==> src/rtl/rob_xcpt_pkg.sv <==
// Shared core definitions for the ROB exception tracker:
// exception codes, writeback record layout and ROB sizing.
package rob_xcpt_pkg;

  localparam int ROB_ENTRIES = 8;
  localparam int ROB_IDX_W   = 3;

  localparam int XI_W        = 68;
  localparam int XI_VALID    = 67;
  localparam int XI_ADDR_LSB = 35;
  localparam int XI_PC_LSB   = 3;
  localparam int XI_TYPE_LSB = 0;

  typedef enum logic [2:0] {
    XT_ITLB_MISS     = 3'b000,
    XT_FETCH_BUS_ERR = 3'b001,
    XT_ILLEGAL_INSTR = 3'b010,
    XT_OVERFLOW      = 3'b011,
    XT_DTLB_MISS     = 3'b100,
    XT_CACHE_BUS_ERR = 3'b101,
    XT_CACHE_ADDR    = 3'b110
  } xcpt_type_e;

  typedef enum logic [1:0] {
    ST_IDLE,
    ST_PENDING,
    ST_FLUSH,
    ST_WAIT_ACK
  } xt_state_e;

  typedef struct packed {
    logic [31:0] addr;
    logic [31:0] pc;
    logic [2:0]  typ;
  } xcpt_rec_t;

  function automatic xcpt_rec_t unpack_info(input logic [XI_W-1:0] info);
    xcpt_rec_t rec;
    rec.addr = info[XI_ADDR_LSB +: 32];
    rec.pc   = info[XI_PC_LSB +: 32];
    rec.typ  = info[XI_TYPE_LSB +: 3];
    return rec;
  endfunction

endpackage

==> src/rtl/rob_xcpt_tracker_age.sv <==
// Program-order age compare of two ROB ids relative to the head.
// Age wraps modulo the ROB size; smaller age is older.
module rob_age_compare
  import rob_xcpt_pkg::*;
#(
  parameter int IDX_W = ROB_IDX_W
) (
  input  logic [IDX_W-1:0] i_a_id,
  input  logic [IDX_W-1:0] i_b_id,
  input  logic [IDX_W-1:0] i_head_id,
  output logic             o_b_older,
  output logic             o_b_not_younger
);

  logic [IDX_W-1:0] w_age_a;
  logic [IDX_W-1:0] w_age_b;

  assign w_age_a         = i_a_id - i_head_id;
  assign w_age_b         = i_b_id - i_head_id;
  assign o_b_older       = w_age_b < w_age_a;
  assign o_b_not_younger = w_age_b <= w_age_a;

endmodule

==> src/rtl/rob_xcpt_tracker.sv <==
// Keeps the oldest writeback exception, blocks retire at the head,
// then flushes and presents the record until fetch/CSR acks it.
module rob_xcpt_tracker
  import rob_xcpt_pkg::*;
#(
  parameter int          ROB_ENTRIES     = 8,
  parameter int          ROB_IDX_W       = 3,
  parameter logic [31:0] XCPT_HANDLER_PC = 32'h0000_2000
) (
  input  logic                 clock,
  input  logic                 reset,
  input  logic                 alu_wb_valid,
  input  logic [ROB_IDX_W-1:0] alu_rob_id,
  input  logic [XI_W-1:0]      alu_rob_xcpt_info,
  input  logic                 mul_wb_valid,
  input  logic [ROB_IDX_W-1:0] mul_rob_id,
  input  logic [XI_W-1:0]      mul_rob_xcpt_info,
  input  logic                 cache_wb_valid,
  input  logic [ROB_IDX_W-1:0] cache_rob_id,
  input  logic [XI_W-1:0]      cache_rob_xcpt_info,
  input  logic                 rob_head_valid,
  input  logic [ROB_IDX_W-1:0] rob_head_id,
  input  logic                 xcpt_ack,
  output logic                 rob_retire_block,
  output logic                 xcpt_flush,
  output logic                 xcpt_valid,
  output logic [2:0]           xcpt_type,
  output logic [31:0]          xcpt_addr,
  output logic [31:0]          xcpt_pc,
  output logic [ROB_IDX_W-1:0] xcpt_rob_id,
  output logic [31:0]          xcpt_handler_pc
);

  if (ROB_ENTRIES != (1 << ROB_IDX_W)) begin : g_bad_cfg
    $error("ROB_ENTRIES must equal 2**ROB_IDX_W");
  end

  xt_state_e            r_state;
  xt_state_e            w_state_nx;
  xcpt_rec_t            r_rec;
  logic [ROB_IDX_W-1:0] r_id;

  logic w_alu_c;
  logic w_mul_c;
  logic w_cache_c;
  assign w_alu_c   = alu_wb_valid & alu_rob_xcpt_info[XI_VALID];
  assign w_mul_c   = mul_wb_valid & mul_rob_xcpt_info[XI_VALID];
  assign w_cache_c = cache_wb_valid & cache_rob_xcpt_info[XI_VALID];

  logic w_mul_older;
  logic w_mul_ge_alu;
  rob_age_compare #(.IDX_W(ROB_IDX_W)) u_cmp_am (
    .i_a_id          (alu_rob_id),
    .i_b_id          (mul_rob_id),
    .i_head_id       (rob_head_id),
    .o_b_older       (w_mul_older),
    .o_b_not_younger (w_mul_ge_alu)
  );

  logic                 w_s1_sel_mul;
  logic                 w_s1_c;
  logic [ROB_IDX_W-1:0] w_s1_id;
  logic [XI_W-1:0]      w_s1_info;
  assign w_s1_sel_mul = w_mul_c & (~w_alu_c | w_mul_ge_alu);
  assign w_s1_c       = w_alu_c | w_mul_c;
  assign w_s1_id      = w_s1_sel_mul ? mul_rob_id : alu_rob_id;
  assign w_s1_info    = w_s1_sel_mul ? mul_rob_xcpt_info
                                     : alu_rob_xcpt_info;

  logic w_cache_older;
  logic w_cache_ge_s1;
  rob_age_compare #(.IDX_W(ROB_IDX_W)) u_cmp_sc (
    .i_a_id          (w_s1_id),
    .i_b_id          (cache_rob_id),
    .i_head_id       (rob_head_id),
    .o_b_older       (w_cache_older),
    .o_b_not_younger (w_cache_ge_s1)
  );

  logic                 w_sel_cache;
  logic                 w_cand_c;
  logic [ROB_IDX_W-1:0] w_cand_id;
  logic [XI_W-1:0]      w_cand_info;
  assign w_sel_cache = w_cache_c & (~w_s1_c | w_cache_ge_s1);
  assign w_cand_c    = w_s1_c | w_cache_c;
  assign w_cand_id   = w_sel_cache ? cache_rob_id : w_s1_id;
  assign w_cand_info = w_sel_cache ? cache_rob_xcpt_info : w_s1_info;

  logic w_cand_older;
  logic w_cand_ge_st;
  rob_age_compare #(.IDX_W(ROB_IDX_W)) u_cmp_st (
    .i_a_id          (r_id),
    .i_b_id          (w_cand_id),
    .i_head_id       (rob_head_id),
    .o_b_older       (w_cand_older),
    .o_b_not_younger (w_cand_ge_st)
  );

  logic w_head_hit;
  logic w_load;
  logic w_clear;
  assign w_head_hit = rob_head_valid & (rob_head_id == r_id);
  assign w_load  = ((r_state == ST_IDLE) & w_cand_c)
                 | ((r_state == ST_PENDING) & ~w_head_hit
                    & w_cand_c & w_cand_older);
  assign w_clear = ((r_state == ST_FLUSH) | (r_state == ST_WAIT_ACK))
                 & xcpt_ack;

  always_ff @(posedge clock or posedge reset) begin
    if (reset) begin
      r_state <= ST_IDLE;
    end else begin
      r_state <= w_state_nx;
    end
  end

  always_comb begin
    w_state_nx = r_state;
    unique case (r_state)
      ST_IDLE:     if (w_cand_c) w_state_nx = ST_PENDING;
      ST_PENDING:  if (w_head_hit) w_state_nx = ST_FLUSH;
      ST_FLUSH:    w_state_nx = xcpt_ack ? ST_IDLE : ST_WAIT_ACK;
      ST_WAIT_ACK: if (xcpt_ack) w_state_nx = ST_IDLE;
      default:     w_state_nx = ST_IDLE;
    endcase
  end

  always_comb begin
    xcpt_flush = 1'b0;
    xcpt_valid = 1'b0;
    unique case (r_state)
      ST_FLUSH: begin
        xcpt_flush = 1'b1;
        xcpt_valid = 1'b1;
      end
      ST_WAIT_ACK: xcpt_valid = 1'b1;
      default: ;
    endcase
  end

  always_ff @(posedge clock or posedge reset) begin
    if (reset) begin
      r_rec <= '0;
      r_id  <= '0;
    end else if (w_clear) begin
      r_rec <= '0;
      r_id  <= '0;
    end else if (w_load) begin
      r_rec <= unpack_info(w_cand_info);
      r_id  <= w_cand_id;
    end
  end

  // Raw candidates also block, so the head cannot slip past a
  // faulting writeback in the same cycle it is captured.
  logic w_wb_hit;
  assign w_wb_hit = (w_alu_c & (alu_rob_id == rob_head_id))
                  | (w_mul_c & (mul_rob_id == rob_head_id))
                  | (w_cache_c & (cache_rob_id == rob_head_id));

  assign rob_retire_block = ((r_state != ST_IDLE)
                             & (rob_head_id == r_id))
                          | (rob_head_valid & w_wb_hit);

  assign xcpt_type       = r_rec.typ;
  assign xcpt_addr       = r_rec.addr;
  assign xcpt_pc         = r_rec.pc;
  assign xcpt_rob_id     = r_id;
  assign xcpt_handler_pc = XCPT_HANDLER_PC;

endmodule

==> config.mk <==
export PLATFORM = sky130hd
export DESIGN_NAME = rob_xcpt_tracker
export DESIGN_NICKNAME = d
export VERILOG_FILES = /design/src/rtl/rob_xcpt_pkg.sv /design/src/rtl/rob_xcpt_tracker_age.sv /design/src/rtl/rob_xcpt_tracker.sv
export SDC_FILE = /design/constraint.sdc
export NUM_CORES = 1
export LEC_CHECK = 0
export ABC_AREA = 0
export CAP_MARGIN = 20
export CORE_AREA = 10 10 120 122
export CTS_BUF_LIST = sky130_fd_sc_hd__clkbuf_2
export CTS_CLUSTER_DIAMETER = 30
export DETAILED_ROUTE_END_ITERATION = 12
export DIE_AREA = 0 0 130 132
export DONT_BUFFER_PORTS = 1
export SLEW_MARGIN = 20
export SYNTH_ARGS = -nofsm -noshare
export SYNTH_HDL_FRONTEND = slang
export SYNTH_HIERARCHICAL = 1
export SYNTH_SLANG_ARGS = --single-unit
==> constraint.sdc <==
create_clock -name clock -period 7.2 [get_ports clock]
set_input_delay 0.36 -clock clock [delete_from_list [all_inputs] [get_ports clock]]
set_output_delay 0.36 -clock clock [all_outputs]
set_load 0.01 [all_outputs]
==> impl_metrics.yaml, run 1 <==
clocking:
  cts_root_buffer: "clkbuf_2"
  cts.path.max_buffers: 2
  clk-insertion-delay-late_ps: 530
  cts_num_sinks: 72
  cts_inserted_buffers: 9
  post_cts_resized: 0
  htreeDepth: 3
  clk_pin_slew_ps: 230
  cts_tree: "done"
worst_setup_path:
  critPathKind: "primary input to register"
  path_max_fanout: 39
  required_ps: 7620
  worst-r2r-setup-slack_ps: 3980
  slowest_stage: "fa_1"
  crit_arrival_ps: 6990
  critPathCaptureType: "register"
  max_stage_delay_ps: 370
  cpMostUsedCell: "inv_1"
  startpoint_type: "primary input"
floorplan:
  die_x_um: 130
  start_util_pct: 45.0
  die_h_um: 132
  fp-row-count: 40
  num_io_pins: 328
  dieArea_mm2: 0.0172
  core-area_mm2: 0.0119
yosys:
  avgSynthCellArea_um2: 8.58
  ys_warn_count: 6
  syn-instance-count: 625
  syn_area_mm2: 0.00536
sta:
  finalSetupTns_ps: 0
  min_period_over_period_pct: 91.3
  tightest_slew_ps: 920
  final_max_slew_viol_count: 0
  fin_crit_ps: 6570
  relSlewSlack_pct: 38.6
  setup-violations-final: 0
  rsz0062_at_grt: "false"
  hold_viol_final: 0
  timing.fmax_mhz: 152
  clock_skew_ps: 26.8
grt:
  grt_max_degree: 75
  grt.total_usage_pct: 20.0
  antenna_found_initial: 3
  grt_remaining_overflow: 0
  grt_pass1_wl_um: 27200
  grt_pass1_vias: 4911
routing:
  dr_wl_met3_um: 2130
  drc_errors: 0
  via_count: 4867
  wl_per_cell_um: 24.8
  highest_layer: "met4"
  first_pass_iters: 7
  routed_via_density: 6.53
  wl_um: 18400
  met2_length_um: 9480
  antenna_left: 0
  drt_iter0_drc: 359
  wl_met1_um: 6350
final_layout:
  fillers: 1168
  area_delta_synth_final_pct: 1.31
  final_common_cell: "nand3_1"
  num-nets-final: 834
  layout_common_cells: "140 x nand3_1, 73 x o21ai_0, 72 x dfrtp_1, 67 x a32o_1, 57 x or2_0"
  drive_above_1_share_pct: 7.39
  final_area_mm2: 0.00543
placement:
  dp_hpwl_um: 14300
  numPortBuffers: 0
  gp_congestion: 0.920
  placed_area_mm2: 0.00528
worst_hold_path:
  hp-class: "primary input to register"
run_status:
  outcome: "complete, no violations"
pwr:
  powerDensity_mw_per_mm2: 381
  leakage_uw: 0.00222
  ir_drop_mv: 0.261
  total_power_uw: 2070
job:
  max_cap_viol_count: 0
## state kept, by name (all words and copies together), names as in the netlist
signal / count
r_state: 2
xcpt_addr: 32
xcpt_pc: 32
xcpt_rob_id: 3
xcpt_type: 3
## metal layers
metal,vias to the layer above,GRT usage [%]
li1,2146,-
met1,2370,20.1
met2,316,35.6
met3,35,7.48
met4,0,8.63
met5,-,0
## final cells by class
type / instances / area (µm²) / share of cell area (%)
diodes: 3 / 7.51 / 0.138
clock buffers: 10 / 50.0 / 0.921
clock inverters: 6 / 42.5 / 0.783
inverters: 23 / 86.3 / 1.59
multi-input cells: 467 / 3100 / 57.0
flip-flops and latches: 72 / 1800 / 33.2
well taps: 147 / 184 / 3.38
repair buffers: 17 / 165 / 3.04
## report_power, final
group	internal, µW	switching [µW]
Clock	48.2	156
Sequential	612	281
Combinational	447	524
Total	1110	961
## worst paths after layout
check                                      startpoint                         end  depth (start not counted)
max                                     alu_rob_id[0]  xcpt_rob_id[1]$_DFFE_PP0P_                         38
min                           cache_rob_xcpt_info[26]     xcpt_pc[23]$_DFFE_PP0P_                          2
max reg2reg                xcpt_rob_id[0]$_DFFE_PP0P_  xcpt_rob_id[1]$_DFFE_PP0P_                         14
min reg2reg                 xcpt_addr[13]$_DFFE_PP0P_   xcpt_addr[13]$_DFFE_PP0P_                          1
max in group asynchronous                       reset  xcpt_rob_id[1]$_DFFE_PP0P_                          3
min in group asynchronous                       reset      xcpt_pc[5]$_DFFE_PP0P_                          3
## metrics by stage
step           utilization, %  worst slack (ps)  hold WS [ps]  std cells
2_1_floorplan               -               293           532        655
3_3_place_gp             44.4               366           560        721
3_5_place_dp             44.4               111           566        721
4_1_cts                  45.3               740         0.162        739
5_1_grt                  45.6               247          1.50        745
6_report                 45.6               629          73.7        745
## critical path, delay by kind of cell
| kind | cells | cell delay [ps] |
|---|---|---|
| and+or+nand+nor | 7 | 1020 |
| adders and majority gates | 9 | 2380 |
| xor gates and xnor gates | 6 | 930 |
| AOI/OAI and AO/OA | 8 | 1570 |
| buffers and inverters | 8 | 710 |
## timing repair
item	in CTS	in global routing
buffers inserted	0	0
endpoints found under the hold margin	74	3
hold buffers	2	3
setup endpoints to repair	0	0
Note: power is estimated with default switching activity, not from simulation.
==> run 2, diff against run 1 <==
--- a/config.mk
+++ b/config.mk
@@ -6,13 +6,14 @@
 export NUM_CORES = 1
 export LEC_CHECK = 0
 export ABC_AREA = 0
+export BUFFER_PORTS_ARGS = -buffer_cell sky130_fd_sc_hd__buf_4
 export CAP_MARGIN = 20
-export CORE_AREA = 10 10 120 122
+export CORE_AREA = 10 10 119 121
 export CTS_BUF_LIST = sky130_fd_sc_hd__clkbuf_2
 export CTS_CLUSTER_DIAMETER = 30
 export DETAILED_ROUTE_END_ITERATION = 12
-export DIE_AREA = 0 0 130 132
-export DONT_BUFFER_PORTS = 1
+export DIE_AREA = 0 0 129 131
+export PLACE_DENSITY = 0.84
 export SLEW_MARGIN = 20
 export SYNTH_ARGS = -nofsm -noshare
 export SYNTH_HDL_FRONTEND = slang
==> impl_metrics.yaml, run 2 (synthesis gave the netlist of run 1 again) <==
worst_setup_path:
  path_max_fanout: 22
  max_stage_delay_ps: 380
  critPathCaptureType: "register"
  startpoint_type: "primary input"
  slowest_stage: "fa_1"
  worst-r2r-setup-slack_ps: 4070
  crit_buf_inv: 8
  required_ps: 7660
  crit_arrival_ps: 7170
  crit_family: "adder cells"
  critPathKind: "primary input to register"
floorplan:
  core-area_mm2: 0.0118
  dieArea_mm2: 0.0169
  die_h_um: 131
  num_io_pins: 328
  die_x_um: 129
  start_util_pct: 45.4
  fp-row-count: 40
sta:
  finalSetupTns_ps: 0
  relSlewSlack_pct: 38.5
  timing.fmax_mhz: 149
  min_period_over_period_pct: 93.3
  clock_skew_ps: 32.9
  fin_crit_ps: 6710
  setup_ws_ps: 486
  final_max_slew_viol_count: 0
  tightest_slew_ps: 923
  hold_viol_final: 0
  setup-violations-final: 0
  rsz0062_at_grt: "false"
final_layout:
  drive_above_1_share_pct: 38.2
  num-nets-final: 1124
  layout_common_cells: "305 x buf_4, 140 x nand3_1, 73 x o21ai_0, 72 x dfrtp_1, 67 x a32o_1"
  area_delta_synth_final_pct: 41.6
  final_common_cell: "buf_4"
  finalCoreUtilization_pct: 64.3
  antenna_cells: 0
placement:
  dp_hpwl_um: 16100
  gp_congestion: 0.878
  preCtsSetupSlack_ps: 37.6
  numPortBuffers: 295
pwr:
  p_clk_share_pct: 8.9
  seq_power_share_pct: 29.7
  p_comb_share_pct: 61.5
  leakage_uw: 0.00364
  switchingPower_uw: 1040
  powerDensity_mw_per_mm2: 325
  ir_drop_mv: 0.225
  switching_share_pct: 41.9
  p_int_uw: 1430
grt:
  grt_max_degree: 79
  grt_pass1_wl_um: 30900
  grt.total_usage_pct: 23.0
  grt_remaining_overflow: 0
  antenna_found_initial: 0
  grt_pass1_vias: 5766
clocking:
  htreeDepth: 3
  cts.path.max_buffers: 2
  clk_pin_slew_ps: 210
  cts_root_buffer: "clkbuf_2"
  cts_num_sinks: 72
  clk-insertion-delay-late_ps: 510
  post_cts_resized: 0
  cts_inserted_buffers: 9
  hold_buffers: 0
  cts_tree: "done"
  cts_setup_buffers: 0
worst_hold_path:
  hp-class: "primary input to async pin"
routing:
  routed_via_density: 5.59
  antenna_left: 0
  wl_per_cell_um: 20.2
  first_pass_iters: 6
  wl_um: 20800
  drc_errors: 0
  drt_iter0_drc: 421
  via_count: 5755
run_status:
  outcome: "complete, no violations"
job:
  max_cap_viol_count: 0
## run 2: cell count changes in the layout (fill, tap and decap cells not counted), sizes merged
cell and change:
buf +295, dlygate4sd3 -5, diode -3, inv -2, bufinv +1, clkinvlp -1
## run 2: cell type report
type | instances | area (µm²)
tap | 147 | 184
sequential | 72 | 1800
multi-input combinational | 467 | 3100
clock inverter | 4 | 47.5
clock buffer | 10 | 50.0
timing repair buffer | 307 | 2330
fill | 1024 | 4220
inverter | 23 | 86.3
## run 2: worst paths after layout
check,start,end,depth (start not counted)
min in group clock,xcpt_ack,r_state[0]$_DFFE_PP0P_,3
min reg2reg,xcpt_type[2]$_DFFE_PP0P_,xcpt_type[2]$_DFFE_PP0P_,1
max reg2reg,xcpt_rob_id[0]$_DFFE_PP0P_,xcpt_pc[30]$_DFFE_PP0P_,14
min,reset,xcpt_pc[15]$_DFFE_PP0P_,3
max in group asynchronous,reset,xcpt_addr[10]$_DFFE_PP0P_,3
max,rob_head_id[0],xcpt_pc[30]$_DFFE_PP0P_,38
## run 2: worst min-delay path, stage by stage
cell   delay [ps]
buf_4         110
inv_2          30
buf_4         700
## run 2: power groups by stage
stage / Clock (µW) / Sequential, µW / Combinational, µW
final: 219 / 732 / 1520
after global routing: 242 / 753 / 1640
after CTS: 226 / 733 / 1530
after detailed placement: 0 / 743 / 1520
after global placement: 0 / 733 / 1490
after floorplan: 0 / 815 / 799
## run 2: stage by stage
stage	hold WS, ps	power [µW]	instances	cell area [µm²]
5_1_grt	105	2640	1030	7600
4_1_cts	93.8	2480	1030	7600
3_5_place_dp	482	2270	1016	7500
6_report	106	2470	1030	7600
3_3_place_gp	475	2220	1016	7500
2_1_floorplan	532	1610	655	5480
## run 2: routing by layer
metal,up-vias,part of all wire [%],routed length (µm),global-route usage [%]
met1,2686,36,7410,25.2
li1,2723,-,-,-
met2,318,51,10600,40.7
met3,28,11,2350,8.66
met4,0,1.7,363,6.89
met5,-,0,0,0
==> run 3, diff against run 2 <==
--- a/config.mk
+++ b/config.mk
@@ -5,14 +5,14 @@
 export SDC_FILE = /design/constraint.sdc
 export NUM_CORES = 1
 export LEC_CHECK = 0
-export ABC_AREA = 0
+export ABC_AREA = 1
 export BUFFER_PORTS_ARGS = -buffer_cell sky130_fd_sc_hd__buf_4
 export CAP_MARGIN = 20
-export CORE_AREA = 10 10 119 121
+export CORE_MARGIN = 10
+export CORE_UTILIZATION = 47
 export CTS_BUF_LIST = sky130_fd_sc_hd__clkbuf_2
 export CTS_CLUSTER_DIAMETER = 30
 export DETAILED_ROUTE_END_ITERATION = 12
-export DIE_AREA = 0 0 129 131
 export PLACE_DENSITY = 0.84
 export SLEW_MARGIN = 20
 export SYNTH_ARGS = -nofsm -noshare
==> constraint.sdc (replaced) <==
create_clock -name clock -period 7.6 [get_ports clock]
set_input_delay 0.38 -clock clock [delete_from_list [all_inputs] [get_ports clock]]
set_output_delay 0.38 -clock clock [all_outputs]
set_load 0.01 [all_outputs]
==> impl_metrics.yaml, run 3 <==
sta:
  finalSetupTns_ps: 0
  setup-violations-final: 0
  final_max_slew_viol_count: 0
  fin_crit_ps: 6820
  min_period_over_period_pct: 89.7
  timing.fmax_mhz: 147
  relSlewSlack_pct: 39.6
  tightest_slew_ps: 906
  rsz0062_at_grt: "false"
  hold_viol_final: 0
  clock_skew_ps: 39.4
clocking:
  htreeDepth: 3
  cts_setup_buffers: 0
  post_cts_resized: 0
  cts_num_sinks: 72
  cts_inserted_buffers: 9
  clk-insertion-delay-late_ps: 500
  cts_root_buffer: "clkbuf_2"
  clk_pin_slew_ps: 220
  cts_tree: "done"
  cts.path.max_buffers: 2
  hold_buffers: 0
worst_setup_path:
  critPathCaptureType: "register"
  slowest_stage: "inv_2"
  r2r_start: "xcpt_rob_id[0]$_DFFE_PP0P_"
  startpoint_type: "primary input"
  path_max_fanout: 35
  cpMostUsedCell: "nand2_1"
  crit_buf_inv: 14
  max_stage_delay_ps: 410
  crit_family: "adder cells"
  crit_start: "rob_head_id[0]"
  required_ps: 8020
  critPathKind: "primary input to register"
  crit_arrival_ps: 7230
yosys:
  ys_warn_count: 6
  syn_area_mm2: 0.00588
  syn-instance-count: 911
  avgSynthCellArea_um2: 6.46
pwr:
  leakage_uw: 0.00468
  switching_share_pct: 46.9
  p_int_uw: 1200
  seq_power_share_pct: 30.1
  p_clk_share_pct: 9.6
  ir_drop_mv: 0.151
  powerDensity_mw_per_mm2: 282
  switchingPower_uw: 1060
  p_comb_share_pct: 60.2
floorplan:
  die_h_um: 132
  start_util_pct: 48.6
  die_x_um: 132
  num_io_pins: 328
  fp-row-count: 40
  core-area_mm2: 0.0121
  dieArea_mm2: 0.0174
routing:
  wl_per_cell_um: 16.5
  antenna_left: 0
  via_count: 6847
  routed_via_density: 5.14
  first_pass_iters: 4
  wl_um: 21900
  drt_iter0_drc: 509
  drc_errors: 0
final_layout:
  layout_common_cells: "329 x nand2_1, 305 x buf_4, 76 x a21oi_1, 73 x nor2_1, 73 x o21ai_0"
  drive_above_1_share_pct: 29.2
  final_area_mm2: 0.00803
  num-nets-final: 1402
  antenna_cells: 0
  final_common_cell: "nand2_1"
  area_delta_synth_final_pct: 36.5
grt:
  grtUsageMet1_pct: 27.9
  antenna_found_initial: 0
  grt_pass1_wl_um: 34500
  grt_max_degree: 73
  grt_use_met2_pct: 39.8
  grtUsageMet3_pct: 8.57
  top_usage_layer: "met2"
  grt_remaining_overflow: 0
  grt_pass1_vias: 6641
  grt.total_usage_pct: 23.8
placement:
  placed_area_mm2: 0.00792
  dp_hpwl_um: 17000
  gp_congestion: 0.919
  numPortBuffers: 295
worst_hold_path:
  hp-class: "primary input to async pin"
run_status:
  outcome: "complete, no violations"
job:
  max_cap_viol_count: 0
## run 3: cell count changes in the layout (fill, tap and decap cells not counted), moves of 67 or more
cell	change
nor2_1	+72
nand2_1	+322
a21oi_1	+76
nand3_1	-124
a32o_1	-67
nand4_1	+72
## run 3: cell type report
cell class / instances / area (µm²)
fill: 1137 / 4080
multi-input combinational: 710 / 3390
timing repair buffer: 305 / 2290
sequential: 72 / 1800
inverter: 60 / 228
tap: 168 / 210
clock inverter: 5 / 57.6
clock buffer: 11 / 55.1
## run 3: power groups by stage
stage                     logic [µW]  registers [µW]  clock network, µW
after floorplan                  757             745                  0
after global placement          1350             683                  0
after detailed placement        1380             681                  0
after CTS                       1380             679                224
after global routing            1530             700                242
final                           1360             682                218
## run 3: tightest hold or removal path: stages
cell and delay, ps:
buf_4 110, clkinv_2 30, buf_4 680
## run 3: through the flow
| stage | hold slack, ps | instances | util, % | power (µW) | setup WS [ps] |
|---|---|---|---|---|---|
| floorplan | 545 | 941 | - | 1500 | 1680 |
| global placement | 506 | 1315 | 65.4 | 2030 | 569 |
| detailed placement | 513 | 1315 | 65.4 | 2060 | 349 |
| CTS | 105 | 1331 | 66.3 | 2280 | 899 |
| global route | 87.1 | 1331 | 66.3 | 2470 | 186 |
| finish | 113 | 1331 | 66.3 | 2260 | 784 |
## run 3: worst paths after layout
kind,to,slack (ps),depth (start not counted)
worst max-delay path,xcpt_pc[30]$_DFFE_PP0P_,780,49
worst min-delay path,xcpt_addr[3]$_DFFE_PP0P_,110,3
worst max register to register,xcpt_pc[30]$_DFFE_PP0P_,4610,16
worst min register to register,xcpt_addr[13]$_DFFE_PP0P_,550,2
max in group asynchronous,r_state[0]$_DFFE_PP0P_,6860,3
min in group clock,r_state[1]$_DFFE_PP0P_,160,4
## run 3: metal layers
layer  vias to the layer above  share of wire [%]
met2                       293                 49
met3                        30                8.4
li1                       3395                  -
met4                         0                2.2
met1                      3129                 40
met5                         -                  0
